[config.mk]
export PLATFORM = sky130hd
export DESIGN_NAME = rnd_vec_gen_multi_flat
export DESIGN_NICKNAME = d
export VERILOG_FILES = /design/src/rtl/rnd_vec_gen_multi_if.sv /design/src/rtl/rnd_vec_gen_multi.sv /design/src/flat_wrapper.sv
export SDC_FILE = /design/constraint.sdc
export NUM_CORES = 1
export LEC_CHECK = 0
export ABC_AREA = 1
export CAP_MARGIN = 5
export CORE_MARGIN = 3
export CORE_UTILIZATION = 35
export DETAILED_ROUTE_END_ITERATION = 8
export MAX_ROUTING_LAYER = met4
export SKIP_CTS_REPAIR_TIMING = 1
export SLEW_MARGIN = 20
export SYNTH_ARGS = -nofsm -noshare
export SYNTH_HDL_FRONTEND = slang
export SYNTH_SLANG_ARGS = --single-unit
[constraint.sdc]
create_clock -name clk -period 2.46 [get_ports clk]
set_clock_uncertainty 0.1 [all_clocks]
set_input_delay 0.492 -clock clk [delete_from_list [all_inputs] [get_ports clk]]
set_output_delay 0.492 -clock clk [all_outputs]
set_load 0.1 [all_outputs]
[src/rtl/rnd_vec_gen_multi_if.sv]
// Control/data bundle for the pseudo-random vector generator.
// The sequencer side (master) drives the strobes and reads back the
// generator state; the generator side (slave) does the reverse.
interface rnd_vec_gen_multi_if #(
  parameter int OUT_SIZE = 16,
  parameter int SLOT_W   = 2,
  parameter int SKIP_W   = 8
);
  logic                init;
  logic [OUT_SIZE-1:0] seed;
  logic                save;
  logic                restore;
  logic [SLOT_W-1:0]   slot;
  logic                next;
  logic                skip_start;
  logic [SKIP_W-1:0]   skip_count;
  logic                busy;
  logic [OUT_SIZE-1:0] out;

  modport master (
    output init, seed, save, restore, slot, next, skip_start, skip_count,
    input  busy, out
  );

  modport slave (
    input  init, seed, save, restore, slot, next, skip_start, skip_count,
    output busy, out
  );
endinterface

[src/rtl/rnd_vec_gen_multi.sv]
// Pseudo-random vector generator for the SDRAM memtest data/address paths.
// The step is either add-constant-then-rotate-right or a right-shifting
// Galois LFSR. The state can be seeded, saved to / restored from a small
// bank of slots, and advanced many steps by a skip-ahead engine that walks
// one step per cycle while busy is high.
module rnd_vec_gen_multi #(
  parameter int                  OUT_SIZE  = 16,
  parameter int                  MODE      = 0,
  parameter int                  ADD_CONST = 36653,
  parameter logic [OUT_SIZE-1:0] LFSR_TAPS = 16'hB400,
  parameter logic [OUT_SIZE-1:0] RESET_VAL = '0,
  parameter int                  NSLOTS    = 4,
  parameter int                  SLOT_W    = 2,
  parameter int                  SKIP_W    = 8
) (
  input logic                clk,
  input logic                rst_n,
  rnd_vec_gen_multi_if.slave bus
);

  localparam logic [OUT_SIZE-1:0] ADD_K = OUT_SIZE'(ADD_CONST);
  localparam logic [OUT_SIZE-1:0] ONE   = OUT_SIZE'(1);
  // An all-zero LFSR state never leaves zero, so in LFSR mode any zero load
  // (including the reset value) is replaced by one.
  localparam logic [OUT_SIZE-1:0] RESET_LOAD =
    (MODE == 1 && RESET_VAL == '0) ? ONE : RESET_VAL;

  typedef enum logic {
    IDLE = 1'b0,
    SKIP = 1'b1
  } fsm_t;

  fsm_t                fsm_q, fsm_d;
  logic [OUT_SIZE-1:0] state_q, state_d;
  logic [SKIP_W-1:0]   rem_q, rem_d;
  logic [OUT_SIZE-1:0] slots_q [NSLOTS];
  logic                save_en;
  logic                slot_ok;
  logic [OUT_SIZE-1:0] slot_val;

  // One generator step in the selected mode.
  function automatic logic [OUT_SIZE-1:0] step_fn(input logic [OUT_SIZE-1:0] s);
    logic [OUT_SIZE-1:0] t;
    t = s + ADD_K;
    if (MODE == 0) begin
      return {t[0], t[OUT_SIZE-1:1]};
    end
    return (s >> 1) ^ (s[0] ? LFSR_TAPS : '0);
  endfunction

  // Value actually stored when loading the state from seed or a slot.
  function automatic logic [OUT_SIZE-1:0] load_fn(input logic [OUT_SIZE-1:0] v);
    if (MODE == 1 && v == '0) begin
      return ONE;
    end
    return v;
  endfunction

  // Decode the slot index: out-of-range indices make save/restore no-ops.
  always_comb begin
    slot_ok  = 1'b0;
    slot_val = '0;
    for (int i = 0; i < NSLOTS; i++) begin
      if (bus.slot == SLOT_W'(i)) begin
        slot_ok  = 1'b1;
        slot_val = slots_q[i];
      end
    end
  end

  // Next-state logic: init beats everything, a running skip swallows other
  // strobes, and in IDLE restore beats skip_start beats next.
  always_comb begin
    fsm_d   = fsm_q;
    state_d = state_q;
    rem_d   = rem_q;
    save_en = 1'b0;
    if (bus.init) begin
      state_d = load_fn(bus.seed);
      rem_d   = '0;
      fsm_d   = IDLE;
    end else begin
      case (fsm_q)
        SKIP: begin
          state_d = step_fn(state_q);
          rem_d   = rem_q - SKIP_W'(1);
          if (rem_q == SKIP_W'(1)) begin
            fsm_d = IDLE;
          end
        end
        IDLE: begin
          if (bus.restore) begin
            if (slot_ok) begin
              state_d = load_fn(slot_val);
            end
          end else begin
            save_en = bus.save && slot_ok;
            if (bus.skip_start) begin
              if (bus.skip_count != '0) begin
                rem_d = bus.skip_count;
                fsm_d = SKIP;
              end
            end else if (bus.next) begin
              state_d = step_fn(state_q);
            end
          end
        end
        default: begin
          fsm_d = IDLE;
        end
      endcase
    end
  end

  // State, remaining-step counter and FSM registers.
  always_ff @(posedge clk) begin
    if (!rst_n) begin
      fsm_q   <= IDLE;
      state_q <= RESET_LOAD;
      rem_q   <= '0;
    end else begin
      fsm_q   <= fsm_d;
      state_q <= state_d;
      rem_q   <= rem_d;
    end
  end

  // Save bank: captures the pre-step state of the current cycle.
  always_ff @(posedge clk) begin
    if (!rst_n) begin
      for (int i = 0; i < NSLOTS; i++) begin
        slots_q[i] <= '0;
      end
    end else begin
      for (int i = 0; i < NSLOTS; i++) begin
        if (save_en && bus.slot == SLOT_W'(i)) begin
          slots_q[i] <= state_q;
        end
      end
    end
  end

  assign bus.busy = (fsm_q == SKIP);
  assign bus.out  = state_q;

endmodule
[src/flat_wrapper.sv]
// flat-port wrapper written by rule: the top's interface ports become plain ports
module rnd_vec_gen_multi_flat 
#(
  parameter int                  OUT_SIZE  = 16,
  parameter int                  MODE      = 0,
  parameter int                  ADD_CONST = 36653,
  parameter logic [OUT_SIZE-1:0] LFSR_TAPS = 16'hB400,
  parameter logic [OUT_SIZE-1:0] RESET_VAL = '0,
  parameter int                  NSLOTS    = 4,
  parameter int                  SLOT_W    = 2,
  parameter int                  SKIP_W    = 8
)
  (clk, rst_n, bus_init, bus_seed, bus_save, bus_restore, bus_slot, bus_next, bus_skip_start, bus_skip_count, bus_busy, bus_out);
  rnd_vec_gen_multi_if #(.OUT_SIZE(OUT_SIZE), .SLOT_W(SLOT_W), .SKIP_W(SKIP_W)) bus_i ();
  input logic clk;
  input logic rst_n;
  input wire logic [$bits(bus_i.init)-1:0] bus_init;
  input wire logic [$bits(bus_i.seed)-1:0] bus_seed;
  input wire logic [$bits(bus_i.save)-1:0] bus_save;
  input wire logic [$bits(bus_i.restore)-1:0] bus_restore;
  input wire logic [$bits(bus_i.slot)-1:0] bus_slot;
  input wire logic [$bits(bus_i.next)-1:0] bus_next;
  input wire logic [$bits(bus_i.skip_start)-1:0] bus_skip_start;
  input wire logic [$bits(bus_i.skip_count)-1:0] bus_skip_count;
  output wire logic [$bits(bus_i.busy)-1:0] bus_busy;
  output wire logic [$bits(bus_i.out)-1:0] bus_out;
  assign bus_i.init = bus_init;
  assign bus_i.seed = bus_seed;
  assign bus_i.save = bus_save;
  assign bus_i.restore = bus_restore;
  assign bus_i.slot = bus_slot;
  assign bus_i.next = bus_next;
  assign bus_i.skip_start = bus_skip_start;
  assign bus_i.skip_count = bus_skip_count;
  assign bus_busy = bus_i.busy;
  assign bus_out = bus_i.out;
  rnd_vec_gen_multi #(.OUT_SIZE(OUT_SIZE), .MODE(MODE), .ADD_CONST(ADD_CONST), .LFSR_TAPS(LFSR_TAPS), .RESET_VAL(RESET_VAL), .NSLOTS(NSLOTS), .SLOT_W(SLOT_W), .SKIP_W(SKIP_W)) u_core (.clk(clk), .rst_n(rst_n), .bus(bus_i));
endmodule
==> results of run 1 <==
==> worst register-to-register path, cell delays in order (launching register included) <==
cell	delay, ns
dfxtp_1	0.38
ha_1	0.23
inv_1	0.10
nand2_1	0.12
nand2_1	0.08
nand2_1	0.11
nand2_1	0.12
nand2_1	0.07
o21ai_0	0.16
nand2_1	0.11
a21oi_1	0.14
nor2_1	0.05
==> routing by layer <==
| layer | track usage | vias up | part of all wire |
|---|---|---|---|
| met5 | - | - | 0 |
| met4 | 0.0354 | 0 | 0.0075 |
| met3 | 0.0276 | 7 | 0.064 |
| met2 | 0.259 | 141 | 0.46 |
| met1 | 0.245 | 1856 | 0.47 |
| li1 | - | 1966 | - |
==> per-stage QoR <==
step,util,TNS (ns),hold slack [ns]
global route,0.438,0,0.416
finish,0.438,0,0.384
CTS,0.438,0,0.387
global placement,0.414,0,0.377
detailed placement,0.414,0,0.378
floorplan,-,-13.03,0.357
==> power by group <==
group / leakage, uW / total (uW) / internal, uW / switching, uW
Clock: 0.000145 / 1350 / 737 / 609
Sequential: 0.000867 / 1730 / 1680 / 55.9
Combinational: 0.00127 / 709 / 204 / 505
==> logic make-up after synthesis <==
logic type,after synthesis,share of synthesized area
compound gates,84,0.104
fa+ha+maj,3,0.00817
buf+inv,73,0.0716
flops,89,0.527
simple gates,311,0.289
==> layout by cell type (no fill, tap or decap), types with 2 or more instances in the layout <==
| cell | instances |
|---|---|
| nand2_2 | 5 |
| nand2_1 | 155 |
| nor3_1 | 2 |
| clkinv_1 | 2 |
| buf_12 | 2 |
| clkbuf_16 | 9 |
| edfxtp_1 | 64 |
| clkdlybuf4s50_1 | 32 |
| a21oi_2 | 2 |
| nand4_1 | 5 |
| inv_1 | 44 |
| buf_4 | 31 |
| o21ai_0 | 24 |
| nand3_1 | 36 |
| o21ai_1 | 5 |
| clkinv_4 | 2 |
| nor4_1 | 2 |
| a211oi_1 | 3 |
| nand3_2 | 4 |
| nor2_4 | 2 |
| dfxtp_1 | 25 |
| a22o_1 | 2 |
| inv_2 | 7 |
| a21oi_1 | 33 |
| inv_8 | 3 |
| a31oi_1 | 6 |
| nor2_1 | 94 |
| ha_1 | 3 |
| o211ai_1 | 5 |
==> path summary, 6_finish.rpt <==
| check | to | startpoint | slack, ns | cells after the start |
|---|---|---|---|---|
| worst max-delay path | u_core.slots_q[0][18] | bus_slot[1] | 0.40 | 4 |
| worst min-delay path | u_core.rem_q[1] | u_core.rem_q[1] | 0.38 | 2 |
| worst max register to register | u_core.bus.out[9] | u_core.bus.out[0] | 0.61 | 11 |
| worst min register to register | u_core.rem_q[1] | u_core.rem_q[1] | 0.38 | 2 |
==> flip-flops by register name, indices dropped and copies added (netlist names) <==
| register | cells |
|---|---|
| u_core.bus.busy | 1 |
| u_core.slots_q | 64 |
| u_core.rem_q | 8 |
| u_core.bus.out | 16 |
==> synth_stat cells, drive strengths merged <==
library cell	number
nand2	160
a21oi	35
nand3b	1
a31oi	6
and2	1
and3	1
a22o	2
buf	18
clkinv	2
dfxtp	25
nor2	98
a211oi	3
a21boi	1
nor4	2
edfxtp	64
clkbuf	2
nor3	2
inv	51
nand3	41
o21bai	1
o21ai	30
ha	3
o211ai	6
nand4	5
==> final cells by class <==
class | count | area [sq um]
inverters | 53 | 199
multi-input cells | 398 | 1840
flip-flops and latches | 89 | 2420
repair buffers | 65 | 593
clock buffers | 10 | 239
clock inverters | 6 | 58.8
fillers | 1302 | 7150
well taps | 172 | 215
==> run_results.csv, run 1 <==
group,metric,value,unit
outcome,status,"finished clean",
sta,fmax,485,MHz
setup_path,startpoint_type,"input port",
clock_tree,cts.htree.levels,3,
sta,period_minus_slack,2.06,ns
synthesis,syn_nets,596,
floorplanning,io_pins,50,
grt,first_global_vias,3666,
floorplanning,start_util,0.361,
clock_tree,cts.sinks,89,
synthesis,yosysTopAreaCellShare,0.418,
pwr,peakVddDrop,0.464,mV
clock_tree,clk_pin_slew,0.06,ns
place,portBuffers,49,
min_path,hold_class,"reg2reg",
synthesis,ys_types,39,
setup_path,critPathMaxStageDelay,0.58,ns
clock_tree,cts_tree,"built",
setup_path,criticalPathCategory,"in2reg",
setup_path,required,2.54,ns
grt,overflow,0,
floorplanning,fp-row-count,41,
sta,fin_crit_sh,0.839,
synthesis,syn_inst,560,
detailed_routing,drt_iter0_drc,299,
cells_and_area,fin_area,5570,sq um
setup_path,cp-end-kind,"register",
sta,setup_viol,0,
grt,grt_max_degree,27,
grt,grt_usage,0.171,
cells_and_area,layout-drive-gt1-share,0.119,
detailed_routing,num_vias,3970,
clock_tree,numCtsBuffers,9,
detailed_routing,wirelength,11900,microns
synthesis,ys_top_cells_by_area,"edfxtp_1 42%, nand2_1 13%, dfxtp_1 11%",
floorplanning,coreArea,12700,sq um
clock_tree,clock-root-buffer,"clkbuf_16",
synthesis,ys.warnings.count,0,
floorplanning,die_width,121,microns
setup_path,cp.arrival,2.14,ns
setup_path,crit_family,"simple AND/OR/NAND/NOR gates",
clock_tree,worstSkewPairLatency,0.34,ns
sta,tightest_slew,0.458,ns
grt,antenna_found_initial,0,
place,dpl.hpwl,8580,microns
cells_and_area,final_nets,652,
sta,hold_viol,0,
sta,finalWorstSetupSlack,0.397,ns
pwr,p_leak,0.00228,uW
floorplanning,die_height,121,microns
floorplanning,die_area,14500,sq um
cells_and_area,num_antenna_cells,0,
setup_path,path_cells,"clkdlybuf4s50_1 > nor2_4 > nand3_2 > nor2_1",
grt,grt_pass1_wl,18900,microns
synthesis,syn_area,4590,sq um
sta,rsz0062_at_grt,"false",
detailed_routing,drc,0,
detailed_routing,antenna_left,0,
pwr,power,3790,uW
cells_and_area,area_growth,21.2,%
place,dpl.cell_count,777,
clock_tree,cts_buffer_depth,2,
pwr,p_per_area,680,nW/um^2
synthesis,yosys.area.top_type,"edfxtp_1",
setup_path,crit_buf_inv,1,
setup_path,critical_path.max_fanout,16,
cells_and_area,instances_no_fill,793,
synthesis,avgSynthCellArea,8.20,sq um
flow_run,cap_viol_max_count,0,
detailed_routing,avgViaCountPerCell,5.01,
place,placed_area,5270,sq um
place,gp_congestion,0.893,
sta,slew_violations,0,
sta,slew_headroom,0.694,
setup_path,slowest_stage,"clkdlybuf4s50_1",
place,dpl_worst_slack,0.0405,ns
detailed_routing,wl_per_cell,15.0,microns
detailed_routing,first_pass_iters,5,
synthesis,ys_seq_area_frac,0.527,
synthesis,ys_ff_latch,89,
(Power assumes the default switching activity.)
==> inputs of run 2 (changes only) <==
Clock period 2.46 ns to 2.1 ns, I/O delays scaled along.
==> run 2 against run 1 <==
Against the previous run:
- register-to-register slack worse by 0.26 ns
- total power up 18%
- sequential share of layout area down 2.1 points
- combinational power up 27%
- via count up 0.40%
- clock-buffer cell count down 1
- non-clock buffer count up 21
- global-route usage up 1.2 points
- highest routed layer unchanged
==> run_results.csv, run 2 (same netlist as run 1, synthesis figures left out) <==
group,metric,value,unit
outcome,status,"finished clean",
detailed_routing,maxUsedRoutingLayer,"met4",
detailed_routing,drt_iter0_drc,274,
cells_and_area,num_antenna_cells,0,
clock_tree,worstSkewPairLatency,0.34,ns
grt,grt_pass1_wl,20200,microns
setup_path,startpoint_type,"input port",
detailed_routing,avgViaCountPerCell,4.90,
detailed_routing,drc,0,
sta,tightest_slew,0.350,ns
cells_and_area,final_util,0.463,
cells_and_area,final_common_cell,"nand2_1",
floorplanning,die_area,14500,sq um
detailed_routing,antenna_left,0,
grt,grt_max_degree,20,
pwr,p_switching,1370,uW
flow_run,cap_viol_max_count,0,
clock_tree,clk_pin_slew,0.07,ns
grt,grt_usage,0.183,
detailed_routing,num_vias,3986,
place,dpl.cell_count,798,
floorplanning,io_pins,50,
pwr,clock_power_share,0.340,
cells_and_area,largest_reg_flops,64,
place,portBuffers,49,
setup_path,cp.arrival,2.08,ns
setup_path,crit_buf_inv,3,
pwr,seqPwrFrac,0.458,
cells_and_area,area_growth,28.1,%
floorplanning,fp-row-count,41,
cells_and_area,final_nets,673,
setup_path,r2r_cells,11,
grt,first_global_vias,3982,
sta,setup_viol,0,
setup_path,crit_top_cell,"nand2_1",
sta,slew_headroom,0.766,
floorplanning,start_util,0.361,
floorplanning,die_width,121,microns
clock_tree,cts.sinks,89,
detailed_routing,drt-met1-wl,5870,microns
setup_path,path_cells,"clkdlybuf4s50_1 > inv_2 > nor2_4 > buf_4 > nand2_1 > nand2_1 > a21oi_1 > a31oi_1 > o21ai_1 > a21oi_2",
setup_path,critPathMaxStageDelay,0.61,ns
min_path,hold_class,"reg2reg",
clock_tree,cts.htree.levels,3,
sta,hold_viol,0,
setup_path,r2r-start,"u_core.bus.out[0]",
clock_tree,cts_buffer_depth,2,
sta,rsz0062_at_grt,"false",
sta,fmax,525,MHz
setup_path,crit_family,"buffers and inverters",
floorplanning,coreArea,12700,sq um
pwr,p_sw_frac,0.309,
place,dpl.hpwl,9200,microns
detailed_routing,wirelength,12400,microns
place,placed_area,5610,sq um
clock_tree,numCtsBuffers,9,
sta,fin_crit_sh,0.906,
sta,period_minus_slack,1.90,ns
setup_path,r2r-end,"u_core.bus.out[9]",
sta,slew_violations,0,
clock_tree,clock-root-buffer,"clkbuf_16",
detailed_routing,first_pass_iters,5,
setup_path,critical_path.max_fanout,8,
setup_path,cp-end-kind,"register",
floorplanning,die_height,121,microns
detailed_routing,met3_length,731,microns
setup_path,r2r_setup_slack,0.35,ns
pwr,pwr-share-comb,0.203,
clock_tree,cts_tree,"built",
setup_path,slowest_stage,"clkdlybuf4s50_1",
grt,overflow,0,
cells_and_area,fillers,1288,
pwr,internal_power,3080,uW
cells_and_area,fin_area,5890,sq um
min_path,holdCritStartpoint,"u_core.bus.out[8]",
cells_and_area,largest-register,"u_core.slots_q",
cells_and_area,layout-drive-gt1-share,0.165,
place,gp_congestion,0.965,
grt,antenna_found_initial,0,
pwr,p_per_area,757,nW/um^2
cells_and_area,instances_no_fill,813,
pwr,peakVddDrop,0.379,mV
min_path,min_to,"u_core.bus.out[8]",
setup_path,required,2.28,ns
pwr,p_leak,0.00243,uW
detailed_routing,wl_per_cell,15.2,microns
detailed_routing,met2WireLength,5610,microns
cells_and_area,mostFrequentLayoutCells,"155 x nand2_1, 94 x nor2_1, 64 x edfxtp_1",
min_path,worst_hold_path.num_cells,2,
setup_path,criticalPathCategory,"in2reg",
run 2: worst max path at each step:
stage                               endpoint               start  cells after the start  slack [ns]
after floorplan           u_core.bus.out[12]  u_core.bus.out[11]                      9       0.008
after global placement     u_core.bus.out[6]         bus_slot[0]                     10       -0.13
after detailed placement   u_core.bus.out[6]         bus_slot[0]                     10       -0.18
after CTS                  u_core.bus.out[6]         bus_slot[0]                     10        0.17
after global routing       u_core.bus.out[8]         bus_slot[0]                     12        0.04
final                      u_core.bus.out[6]         bus_slot[0]                     10        0.20
run 2: cell type report:
cell class / instances / area (sq um) / share of cell area
sequential: 89 / 2430 / 0.414
multi-input combinational: 398 / 1850 / 0.314
timing repair buffer: 86 / 913 / 0.155
clock buffer: 9 / 225 / 0.0383
tap: 172 / 215 / 0.0366
inverter: 53 / 199 / 0.0338
clock inverter: 6 / 48.8 / 0.00829
run 2: per-stage QoR:
| stage | hold WS [ns] | setup TNS (ns) | setup slack (ns) | power (uW) |
|---|---|---|---|---|
| 6_report | 0.386 | 0 | 0.197 | 4460 |
| 4_1_cts | 0.390 | 0 | 0.172 | 4490 |
| 5_1_grt | 0.415 | 0 | 0.0403 | 4650 |
| 2_1_floorplan | 0.357 | 0 | 0.00767 | 2630 |
| 3_5_place_dp | 0.378 | -3.87 | -0.176 | 2980 |
| 3_3_place_gp | 0.365 | -2.08 | -0.129 | 2970 |
run 2: metal layers:
layer,GRT usage,vias up
li1,-,2002
met1,0.252,1847
met2,0.276,122
met3,0.0374,15
met4,0.0503,0
met5,-,-
run 2: worst reg2reg max path: stages (launching register included):
cell	delay, ns
dfxtp_2	0.35
ha_1	0.20
inv_1	0.10
nand2_1	0.13
nand2_1	0.08
nand2_1	0.11
nand2_1	0.12
nand2_1	0.07
o21ai_0	0.15
nand2_1	0.07
a21oi_1	0.12
nor2_1	0.05
run 2: power by group through the flow:
stage	Combinational [uW]	Sequential (uW)	Clock, uW
2_1_floorplan	364	2270	0
3_3_place_gp	896	2080	0
3_5_place_dp	900	2080	0
4_1_cts	903	2040	1550
5_1_grt	978	2050	1620
6_report	902	2040	1510
==> edit 1, RTL diff (settings of run 1) <==
`SKIP_W` is set to 8 in 3 places; all go to 7.
--- a/src/rtl/rnd_vec_gen_multi_if.sv
+++ b/src/rtl/rnd_vec_gen_multi_if.sv
@@ -5,5 +5,5 @@
   parameter int OUT_SIZE = 16,
   parameter int SLOT_W   = 2,
-  parameter int SKIP_W   = 8
+  parameter int SKIP_W   = 7
 );
   logic                init;
--- a/src/rtl/rnd_vec_gen_multi.sv
+++ b/src/rtl/rnd_vec_gen_multi.sv
@@ -12,5 +12,5 @@
   parameter int                  NSLOTS    = 4,
   parameter int                  SLOT_W    = 2,
-  parameter int                  SKIP_W    = 8
+  parameter int                  SKIP_W    = 7
 ) (
   input logic                clk,
--- a/src/flat_wrapper.sv
+++ b/src/flat_wrapper.sv
@@ -9,5 +9,5 @@
   parameter int                  NSLOTS    = 4,
   parameter int                  SLOT_W    = 2,
-  parameter int                  SKIP_W    = 8
+  parameter int                  SKIP_W    = 7
 )
   (clk, rst_n, bus_init, bus_seed, bus_save, bus_restore, bus_slot, bus_next, bus_skip_start, bus_skip_count, bus_busy, bus_out);
Interface: changed (resized bus_skip_count); port bits go from 50 to 49. No check against the original RTL was run, so the function may have changed too.
==> edit 1 against run 1 <==
Die area down 3.8%. Count of clock-buffer cells in the layout down 1. Core utilization grew 1.3 points. Wire length decreased by 3.4%. Sequential share of layout area grew 0.35 points. Design area shrank 1.6%. Sequential cell count fell by 1. Total power up 1.4%. Synthesized area is 4.0% lower. Global-route usage is 0.26 points higher. Setup slack better by 0.0045 ns. First-iteration DRC count is 9.4% lower. Critical path type unchanged. Largest power group unchanged. Highest routed layer unchanged.
==> edit 1: results (changes against run 1) <==
family with the most delay on the worst path buffers and inverters; Placement Cell Area 0.00517 mm² (-2.0%); adder-cell area share of the yosys netlist 0.851% (+0.034 points); initial antenna violation count 0 (unchanged); area of the multi-input gates 0.00172 mm² (-6.8%); Tot GR Track Use 17.4% (+0.26 points); share of layout cells above drive strength 1 10.8% (-1.1 points); #FFs+latches synth 88 (-1.1%); post-synth cell types 32 (-18%); GP Congestion 0.843 (-5.7%); register area share after synthesis 54.5% (+1.7 points); IO buf count 48 (-2.0%); DR iter-0 viols 271 (-9.4%); outcome completed; routed len/inst 15.0 µm (-0.21%); worst slack, placed 0.0333 ns (-0.00720 ns); Peak VDD IR 376 µV (-19%); first drt pass iteration count 5 (unchanged); P_leak 2.22 nW (-2.6%); largest net degree at the start of global routing 29 (+7.4%); Fillers 1,186 (-8.9%); mux cell area share after synthesis 0% (unchanged); share of flip-flops with an asynchronous set or reset 0% (unchanged); Yosys Warn Count 0 (unchanged); Final #Nets 630 (-3.4%); largest stage delay on the critical path 0.63 ns (+0.05 ns); hpwl dp 8260 µm (-3.7%); r2r setup slk 0.62 ns; CP Max Fanout 16 (unchanged); clk slew on worst S/H paths 0.07 ns; clk root buf clkbuf_16; Final min period 2.06 ns (-0.00453 ns); hold_ws 0.404 ns (+0.0200 ns); XOR/XNOR Fraction of Synth Area 0% (unchanged); Post-synth top cells nand2_1 (147), nor2_1 (83), edfxtp_1 (64); CTS buffer count 9 (unchanged); Via density 5.02 (+0.19%); top cells by area, synth edfxtp_1 (44%), nand2_1 (13%), dfxtp_1 (11%); Post-Syn Nets 570 (-4.4%); max_slew headroom 66.0% (-3.4 points); first-pass GRT wire length 18,900 µm (-0.33%); vias in the first global route 3,694 (+0.76%); post-synthesis compound-gate area fraction 10.8% (+0.35 points); Worst Hold Class register to register; number of synthesized flops with an enable pin 64 (unchanged); Clock Path Buffers 2 (unchanged)
-- edit 1: power by group --
part	total (mW)	switching, mW	internal (mW)
sequential	1.71	0.0549	1.66
clock	1.44	0.625	0.815
combinational	0.687	0.485	0.202
-- edit 1: per-layer routing --
metal	global-route usage, %	vias to the layer above	share of wire, %	wire length [µm]
li1	-	1897	-	-
met1	24.9	1808	49	5690
met2	25.4	138	43	4970
met3	2.49	9	6.5	754
met4	5.57	0	0.92	106
met5	-	-	0	0
-- edit 1: cells by family (layout without fill, tap and decap cells) --
group / count (synthesis) / in the layout
flip-flops: 88 / 88
buffers and inverters: 70 / 135
AND/OR/NAND/NOR: 288 / 288
adder cells (fa/ha/maj): 3 / 3
AO/OA/AOI/OAI: 86 / 86
-- edit 1: final cells by class --
class / count / area share, %
Timing Repair Buffer: 67 / 11.7
Multi-Input combinational cell: 377 / 31.3
Clock buffer: 9 / 4.11
Sequential cell: 88 / 43.8
Inverter: 52 / 3.56
Tap cell: 168 / 3.84
Clock inverter: 7 / 1.58
-- edit 1: stage by stage --
stage	TNS, ns	cells	power (mW)
finish	0	768	3.84
global route	0	768	4.00
CTS	0	768	3.87
detailed placement	0	752	2.43
global placement	0	752	2.43
floorplan	-12.58	535	2.19
-- edit 1: worst reg2reg max path: stages (launching register included) --
cell and delay (ns):
dfxtp_1 0.47, ha_1 0.19, inv_1 0.06, nand2_1 0.10
nand2_1 0.06, nand2_1 0.12, nand2_1 0.14, nand2_1 0.10
nand2_1 0.08, o21ai_0 0.08, nand2_1 0.07, a21oi_1 0.12
nor2_1 0.05
-- edit 1: worst paths after layout --
path                      from                     to  cells past startpoint
min reg2reg  u_core.bus.out[8]      u_core.bus.out[8]                      2
max reg2reg  u_core.bus.out[0]      u_core.bus.out[9]                     12
min          u_core.bus.out[8]      u_core.bus.out[8]                      2
max                bus_slot[0]  u_core.slots_q[0][59]                      5
==> edit 2, RTL diff (settings of run 1) <==
Without the edit above. Make the reset (`rst_n`) asynchronous in 2 clocked blocks.
--- a/src/rtl/rnd_vec_gen_multi.sv
+++ b/src/rtl/rnd_vec_gen_multi.sv
@@ -114,5 +114,5 @@
 
   // State, remaining-step counter and FSM registers.
-  always_ff @(posedge clk) begin
+  always_ff @(posedge clk or negedge rst_n) begin
     if (!rst_n) begin
       fsm_q   <= IDLE;
@@ -127,5 +127,5 @@
 
   // Save bank: captures the pre-step state of the current cycle.
-  always_ff @(posedge clk) begin
+  always_ff @(posedge clk or negedge rst_n) begin
     if (!rst_n) begin
       for (int i = 0; i < NSLOTS; i++) begin
Formal check against the unedited RTL: differs if rst_n is asserted again (counterexample within 4 cycles, from zero or initial values and one cycle with rst_n low); with rst_n held inactive, the same outputs for 4 cycles.
==> edit 2 against run 1 <==
First-iteration DRC count up 51%. Setup slack better by 0.089 ns. Synthesized area up 2.5%. Die area up 2.4%. Sequential cell count unchanged. Design area up 3.5%. Via count up 13%. Hold slack worse by 0.33 ns. Wire length up 13%. Total power up 26%. Critical path depth down 3. Global-route usage up 2.5 points. Critical endpoint is now bus_busy. Largest cell class unchanged.
==> edit 2: results (changes against run 1) <==
Final Setup Violations 0 (unchanged); top cells by area, synth dfrtp_1 (47%), nand2_1 (19%), o21ai_0 (7.9%); Peak VDD IR 322 µV (-31%); Worst Hold Class input port to async pin; GP Congestion 0.898 (+0.47%); CP Max Fanout 15 (-1); clk slew on worst S/H paths 0.07 ns; Via density 5.09 (+1.6%); switching power of the nets 1.83 mW (+56%); initial antenna violation count 0 (unchanged); R2R depth 10 (-1); number of synthesized flops with an enable pin 0 (-100%); Post-synth top cells nand2_1 (240), dfrtp_1 (89), o21ai_0 (74); # diodes 0 (unchanged); max_slew headroom 58.4% (-11 points); htree depth 3 (unchanged); CTS Sinks 89 (unchanged); Worst-Skew Late Latency 0.34 ns (about the same); Slowest-stage cell, CP dfrtp_1; final WL 13,400 µm (+13%); largest net degree at the start of global routing 47 (+74%); IO buf count 49 (unchanged); outcome completed; CTS buffer count 9 (unchanged); r2r setup slk 0.55 ns (-0.06 ns); FF-to-FF Start u_core.bus.out[0]; clk root buf clkbuf_16; P_leak 2.82 nW (+24%); dominant register cell in the synthesized netlist dfrtp_1; Arr. time, crit path 1.38 ns (-0.76 ns); share of flip-flops with an asynchronous set or reset 100% (+100 points); Post-Syn Nets 684 (+15%); hpwl dp 9910 µm (+15%); first drt pass iteration count 6 (+1); Clock Path Buffers 2 (unchanged); largest stage delay on the critical path 0.65 ns (+0.07 ns); r2r endpoint u_core.bus.out[11]; number of flip-flops in the largest register 64 (unchanged); DR iter-0 viols 451 (+51%); vias in the first global route 4,248 (+16%); Yosys Warn Count 0 (unchanged); share of layout cells above drive strength 1 10.1% (-1.8 points); first-pass GRT wire length 22,200 µm (+17%); Biggest register u_core.slots_q; family with the most delay on the worst path flip-flops; Tot GR Track Use 19.6% (+2.5 points); register area share after synthesis 47.3% (-5.4 points); Final #Nets 743 (+14%); hold_ws 0.0575 ns (-0.326 ns); post-synth cell types 31 (-21%)
## edit 2: cell types whose count changed after synthesis, sizes merged, moves of 4 or more
cell	change
edfxtp	-64
a21oi	-18
nor2	-39
dfrtp	+89
clkbuf	+11
nand2	+80
o211ai	-4
nand4	+4
o21ai	+56
nand3	+5
a31oi	-4
buf	-5
o22ai	+7
dfxtp	-25
## edit 2: per-stage QoR
stage / utilization, % / setup WS, ns / area, µm² / std cells
5_1_grt: 44.8 / 0.340 / 5760 / 884
3_3_place_gp: 42.4 / 0.172 / 5470 / 868
2_1_floorplan: - / 0.188 / 4710 / 648
3_5_place_dp: 42.4 / 0.157 / 5470 / 868
6_report: 44.8 / 0.486 / 5760 / 884
4_1_cts: 44.8 / 0.467 / 5760 / 884
## edit 2: cell families after synthesis
group | after synthesis | synth area share [%]
compound gates | 122 | 13.8
xor+xnor | 3 | 0.558
fa+ha+maj | 3 | 0.797
buf+inv | 76 | 6.75
flops | 89 | 47.3
mux | 1 | 0.213
simple gates | 354 | 30.6
## edit 2: worst max path at each step
stage,startpoint,end,slack [ns],depth (start not counted)
after CTS,u_core.bus.busy,bus_busy,0.47,1
after detailed placement,bus_slot[1],u_core.slots_q[10],0.16,6
after global routing,u_core.bus.out[0],u_core.bus.out[9],0.34,11
after floorplan,u_core.bus.out[5],u_core.bus.out[8],0.19,10
after global placement,bus_slot[1],u_core.bus.out[14],0.17,9
final,u_core.bus.busy,bus_busy,0.49,1
## edit 2: power by group through the flow
stage                     logic [mW]  registers (mW)  clock network [mW]
after CTS                       1.36            2.03                1.40
after detailed placement        1.36            2.05                   0
final                           1.36            2.04                1.36
after global placement          1.34            2.04                   0
after floorplan                0.667            2.29                   0
after global routing            1.52            2.08                1.45
## edit 2: routing by layer
metal	global-route usage, %	up-vias	part of all wire [%]
met1	27.6	2129	49
li1	-	2220	-
met5	-	-	0
met4	6.58	0	1.2
met2	29.6	136	45
met3	2.27	11	5.0
## edit 2: layout make-up
class / instances / area [µm²]
Fill cell: 1301 / 7110
Sequential cell: 89 / 2230
Multi-Input combinational cell: 483 / 2160
Timing Repair Buffer: 74 / 671
Clock buffer: 9 / 225
Tap cell: 172 / 215
Inverter: 50 / 188
Clock inverter: 7 / 72.6
